$ cat src/rtl/adc_sample_buffer.sv
// ADC capture buffer: after an arm pulse, stores DEPTH consecutive samples and tracks
// their min/max, then streams the record out one word per read request.
module adc_sample_buffer #(
    parameter int DATA_W = 12,
    parameter int DEPTH  = 64,
    parameter int ADDR_W = 6
) (
    input  logic              clk,
    input  logic              rst,
    input  logic [DATA_W-1:0] sample_in,
    input  logic              sample_valid,
    input  logic              arm,
    input  logic              rd_req,
    output logic              busy,
    output logic              capture_done,
    output logic [ADDR_W:0]   count,
    output logic [DATA_W-1:0] rd_data,
    output logic              rd_valid,
    output logic              rd_last,
    output logic [DATA_W-1:0] min_val,
    output logic [DATA_W-1:0] max_val
);
    typedef enum logic [1:0] {IDLE, CAPTURE, FULL} state_t;

    state_t            state, state_next;
    logic [ADDR_W-1:0] wr_ptr, rd_ptr;
    logic [DATA_W-1:0] mem [DEPTH];
    logic              start, wr_en, rd_en;

    always_ff @(negedge clk or negedge rst) begin
        if (!rst) state <= IDLE;
        else      state <= state_next;
    end

    always_comb begin
        state_next   = state;
        start        = 1'b0;
        wr_en        = 1'b0;
        rd_en        = 1'b0;
        busy         = 1'b0;
        capture_done = 1'b0;
        case (state)
            IDLE: begin
                if (arm) begin
                    start      = 1'b1;
                    state_next = CAPTURE;
                end
            end
            CAPTURE: begin
                busy = 1'b1;
                if (sample_valid) begin
                    wr_en = 1'b1;
                    if (wr_ptr == '1) state_next = FULL;
                end
            end
            FULL: begin
                capture_done = 1'b1;
                // arm has priority over a simultaneous read request
                if (arm) begin
                    start      = 1'b1;
                    state_next = CAPTURE;
                end else if (rd_req) begin
                    rd_en = 1'b1;
                    if (rd_ptr == '1) state_next = IDLE;
                end
            end
            default: state_next = IDLE;
        endcase
    end

    always_ff @(negedge clk) begin
        if (wr_en) mem[wr_ptr] <= sample_in;
    end

    always_ff @(negedge clk or negedge rst) begin
        if (!rst)       rd_data <= '0;
        else if (rd_en) rd_data <= mem[rd_ptr];
    end

    always_ff @(negedge clk or negedge rst) begin
        if (!rst) begin
            wr_ptr   <= '0;
            rd_ptr   <= '0;
            count    <= '0;
            min_val  <= '1;
            max_val  <= '0;
            rd_valid <= 1'b0;
            rd_last  <= 1'b0;
        end else begin
            rd_valid <= rd_en;
            rd_last  <= rd_en && (rd_ptr == '1);
            if (start) begin
                wr_ptr  <= '0;
                rd_ptr  <= '0;
                count   <= '0;
                min_val <= '1;
                max_val <= '0;
            end else begin
                // count stops at DEPTH because the last write leaves CAPTURE
                if (wr_en) begin
                    wr_ptr <= wr_ptr + ADDR_W'(1);
                    count  <= count + (ADDR_W+1)'(1);
                    if (sample_in < min_val) min_val <= sample_in;
                    if (sample_in > max_val) max_val <= sample_in;
                end
                if (rd_en) rd_ptr <= rd_ptr + ADDR_W'(1);
            end
        end
    end
endmodule

$ cat config.mk
export PLATFORM = sky130hd
export DESIGN_NAME = adc_sample_buffer
export DESIGN_NICKNAME = d
export VERILOG_FILES = /design/src/rtl/adc_sample_buffer.sv
export SDC_FILE = /design/constraint.sdc
export NUM_CORES = 1
export LEC_CHECK = 0
export CAP_MARGIN = 20
export CELL_PAD_IN_SITES_DETAIL_PLACEMENT = 1
export CELL_PAD_IN_SITES_GLOBAL_PLACEMENT = 1
export CORE_MARGIN = 8
export CORE_UTILIZATION = 57
export CTS_BUF_LIST = sky130_fd_sc_hd__clkbuf_4 sky130_fd_sc_hd__clkbuf_8
export DETAILED_ROUTE_END_ITERATION = 8
export GPL_TIMING_DRIVEN = 0
export PLACE_DENSITY = 0.79
export SETUP_SLACK_MARGIN = 0.4
export SYNTH_ARGS = -nofsm -noshare
export SYNTH_HDL_FRONTEND = slang
export SYNTH_SLANG_ARGS = --single-unit
$ cat constraint.sdc
create_clock -name clk -period 3.2 [get_ports clk]
set_clock_uncertainty 0.1 [all_clocks]
set_input_delay 0.48 -clock clk [delete_from_list [all_inputs] [get_ports clk]]
set_output_delay 0.48 -clock clk [all_outputs]
set_load 0.02 [all_outputs]
==> results.yml, run 1 <==
outcome:
  outcome: "did not finish"
  stop_stage: "clock tree synthesis"
  error_line: "[ERROR DPL-0033] detailed placement checks failed during check placement."
yosys:
  yosysTopAreaCell: "edfxtp_1"
  synthSimpleGateAreaFrac_pct: 4.20
  synthesis.area_sq_um: 32900
  yosysTopAreaCellShare_pct: 70.0
  synth_flop_cell: "edfxtp_1"
  ys_types: 54
  synth-async-reset-ratio_pct: 7.13
  synth_seq_cells: 827
  synth_area_leaders: "edfxtp_1 (70%), mux4_2 (11%), dfrtn_1 (3.6%), mux2i_1 (2.9%), nor2_1 (1.4%)"
  synth_xor_xnor_area_share_pct: 0.319
  yosys_warnings: 0
  syn_nets: 1784
  synth_edf_count: 768
  synth-adder-area-share_pct: 0.988
  synth-compound-area-share_pct: 4.05
  synth_mux_area_share_pct: 14.0
  synthCells: 1741
  synth_top_family_by_area: "multiplexers"
  yosysSeqAreaShare_pct: 74.5
  syn_avg_cell_area_sq_um: 18.9
clock_network:
  h-tree-depth: 4
  clock-sinks: 827
  numCtsBuffers: 141
  cts_setup_buffers: 176
  root_buffer: "clkbuf_8"
  cts.path.max_buffers: 3
  ctsResizeCount: 690
  cts_hold_buf: 0
place:
  io_buffers: 63
  place_congestion: 0.954
  place_area_sq_um: 35200
  dp_hpwl_um: 59700
floorplanning:
  initial_utilization_pct: 57.4
  rows: 88
  ios: 64
  die_height_um: 256
  die_w_um: 256
==> logic make-up after synthesis <==
kind of cell               after synthesis
xor gates and xnor gates                12
buffers and inverters                  125
DFF                                    827
AOI/OAI and AO/OA                      189
muxes                                  264
adders and majority gates               26
and+or+nand+nor                        298
==> synthesized netlist by cell type (3+ instances only) <==
library cell and instances:
buf_6 9, inv_1 25, a21oi_1 45, nand4_1 6, a221oi_2 8, o21ai_0 18, nor2b_1 33, nand3b_1 3
o22ai_1 12, or3_1 4, dfrtn_1 47, mux2i_1 97, nand2b_1 5, a221oi_1 4, a211o_1 13, nand2_1 47
mux4_2 156, buf_2 30, buf_4 14, a31oi_1 26, ha_1 26, nor3_1 13, o2bb2ai_1 13, nand3_1 49
a21o_1 3, and4_1 3, a211oi_1 25, xor2_1 8, mux2_2 11, edfxtp_1 768, buf_1 5, nor2_1 125
clkbuf_1 41, a22o_1 12, dfstp_2 12, xnor2_1 4
==> per-stage QoR <==
step	TNS, ps	hold WS, ps	worst slack (ps)	util [%]	std cells
after floorplan	-309580	409	-541	-	1741
after global placement	-3191250	406	-3670	60.7	2569
after detailed placement	-1499700	418	-2340	61.3	2597
==> inputs of run 2 (changes only) <==
==> config.mk (replaced) <==
export PLATFORM = sky130hd
export DESIGN_NAME = adc_sample_buffer
export DESIGN_NICKNAME = d
export VERILOG_FILES = /design/src/rtl/adc_sample_buffer.sv
export SDC_FILE = /design/constraint.sdc
export NUM_CORES = 1
export LEC_CHECK = 0
export CAP_MARGIN = 20
export CORE_MARGIN = 8
export CORE_UTILIZATION = 40
export DETAILED_ROUTE_END_ITERATION = 8
export GPL_TIMING_DRIVEN = 0
export PLACE_DENSITY_LB_ADDON = 0.15
export SYNTH_ARGS = -nofsm -noshare
export SYNTH_HDL_FRONTEND = slang
export SYNTH_SLANG_ARGS = --single-unit
==> run 2 against run 1 <==
Synthesized cell count is the same. The flow now finishes, with violations (negative setup slack). Synthesized area stayed put.
==> results.yml, run 2 <==
clock_network:
  cts_tree: "done"
  clk_pin_slew_ps: 40
  h-tree-depth: 3
  cts_hold_buf: 0
  clock-sinks: 827
  cts.path.max_buffers: 3
  clk_latency_ps: 680
  numCtsBuffers: 90
  root_buffer: "clkbuf_16"
critical_path:
  end_kind: "output port"
  reg2reg_depth: 8
  crit_family: "flip-flops"
  setup.worst_path.class: "register to output port"
  critPathMaxFanout: 5
  path_buf_inv: 1
  critPathLaunchType: "register"
  path_cells: "and2b_2 -> buf_6"
  crit_arrival_ps: 3090
  crit_cells: 2
  crit_required_ps: 2620
  cp_slowest_cell: "dfrtn_1"
  slowest_delay_ps: 490
yosys:
  synth_flop_cell: "edfxtp_1"
  syn_nets: 1784
  synthesis.area_sq_um: 32900
  synth_xor_xnor_area_share_pct: 0.319
  syn_avg_cell_area_sq_um: 18.9
  synthCells: 1741
  synthSimpleGateAreaFrac_pct: 4.20
  synth-adder-area-share_pct: 0.988
  synth_mux_area_share_pct: 14.0
  synth_most_common_cell: "edfxtp_1"
  synth-async-reset-ratio_pct: 7.13
  yosysTopAreaCell: "edfxtp_1"
  yosysSeqAreaShare_pct: 74.5
  synth_area_leaders: "edfxtp_1 (70%), mux4_2 (11%), dfrtn_1 (3.6%), mux2i_1 (2.9%), nor2_1 (1.4%)"
  ys_types: 54
  synth_seq_cells: 827
  synth-compound-area-share_pct: 4.05
  yosys-top-cells-count: "edfxtp_1 (768), mux4_2 (156), nor2_1 (125)"
  yosys_warnings: 0
  synth_edf_count: 768
  synth_top_family_by_area: "multiplexers"
  yosysTopAreaCellShare_pct: 70.0
global_route:
  grt.busiest_layer: "met2"
  use_met3_pct: 5.91
  grt.total_usage_pct: 22.3
  use_met1_pct: 29.1
  grt_pass1_vias: 23141
  met2_usage_pct: 34.8
  antenna_found_initial: 6
  grt_start_max_net_pins: 69
  grt_pass1_wl_um: 147000
  grt_overflow: 0
detailed_routing:
  vias: 21752
  dr.pass1.iters: 5
  drt-total-wl_um: 105000
  viasPerCell: 5.42
  drtIter0Drc: 2072
  drcViolationCount: 0
  wl_per_cell_um: 26.2
  postRouteAntennaNets: 0
final_layout:
  largest_reg_flops: 768
  fill_cells: 6650
  fin_cells: 4013
  drive_above_1_share_pct: 27.6
  synthToLayoutAreaGrowth_pct: 36.4
  layout_common_cells: "inv_1 (820), edfxtp_1 (768), mux4_2 (156), buf_4 (119)"
  mostFrequentLayoutCell: "inv_1"
  regMostFlops: "mem"
  nets: 2916
timing:
  hold_violations: 0
  tightest_slew_ps: 1140
  fin_ws_ps: -465
  relSlewSlack_pct: 23.9
  rsz0062_at_grt: "true"
  maxSlewViolCount: 0
  setup_viol: 72
  finalHoldWorstSlack_ps: 409
outcome:
  failed_checks: "negative setup slack"
  outcome: "finished with violations"
place:
  io_buffers: 63
  pre_cts_slack_ps: -2380
  placedCellCount: 2916
  dp_hpwl_um: 56800
  place_congestion: 0.911
floorplanning:
  initial_utilization_pct: 40.2
  fp.coreArea_sq_um: 81800
  die_w_um: 303
  rows: 105
  die_height_um: 303
  dieArea_sq_um: 91800
  ios: 64
hold_path:
  worstHoldPathCells: 2
  hold_class: "register to register"
power:
  pwr_density_cell_nw_per_um2: 690
  vdd_ir_drop_max_uv: 500
  total_leakage_power_nw: 18.0
job:
  max_cap_violations: 0
run 2: cell counts after synthesis:
No cell type changed its count.
run 2: worst reg2reg max path: cells and delay by family (launching register included):
kind	cells	cell delay, ps
AO/OA/AOI/OAI	3	590
flip-flops	1	420
multiplexers	1	530
buffers and inverters	4	1450
run 2: cell families after synthesis:
family / after synthesis
multiplexers: 264
buffers and inverters: 125
AND/OR/NAND/NOR: 298
adder cells (fa/ha/maj): 26
XOR/XNOR: 12
flip-flops: 827
AO/OA/AOI/OAI: 189
run 2: final cells by class:
class / count / area, sq um / share of cell area (%)
flip-flops and latches: 827 / 24600 / 54.6
multi-input cells: 789 / 8930 / 19.9
clock inverters: 847 / 3680 / 8.20
repair buffers: 261 / 3450 / 7.67
clock buffers: 93 / 2260 / 5.04
well taps: 1070 / 1340 / 2.98
plain buffers: 99 / 613 / 1.36
inverters: 25 / 98.8 / 0.220
diodes: 2 / 5.00 / 0.0111
run 2: worst paths after layout:
check | endpoint | from | slack [ps]
setup reg to reg | rd_data[0] | rd_ptr[1] | -60
hold / removal | min_val[3] | min_val[3] | 410
max in group asynchronous | rd_data[10] | rst | 1040
setup / recovery | busy | state[0] | -470
min in group asynchronous | max_val[4] | rst | 1340
hold reg to reg | min_val[3] | min_val[3] | 410
run 2: layer usage:
layer | wire [um] | up-vias
li1 | - | 9319
met1 | 42600 | 11213
met2 | 49700 | 1029
met3 | 8970 | 191
met4 | 3710 | 0
met5 | 0 | -
run 2: per-stage QoR:
| step | area [sq um] | TNS, ps | total power [mW] | utilization [%] |
|---|---|---|---|---|
| 3_3_place_gp | 35200 | -3507640 | 16.6 | 43.0 |
| 6_report | 44900 | -14920 | 31.0 | 54.9 |
| 3_5_place_dp | 35700 | -1476590 | 16.7 | 43.6 |
| 4_1_cts | 44400 | -18470 | 31.0 | 54.3 |
| 5_1_grt | 44900 | -16540 | 32.8 | 54.9 |
| 2_1_floorplan | 33300 | -309580 | 15.5 | - |
run 2: repair_timing:
item,4_1_cts,5_1_grt
resized for setup,544,62
endpoints found under the setup margin,870,90
hold endpoints to repair,0,0
pin swaps,60,25
buffers inserted,117,21
gates cloned,16,7
run 2: power breakdown:
part,total (mW),switching [mW],internal [mW]
Clock,14.5,6.83,7.66
Sequential,12.7,0.244,12.4
Combinational,3.85,2.15,1.70
Total,31.0,9.22,21.8
(Power assumes the default switching activity.)
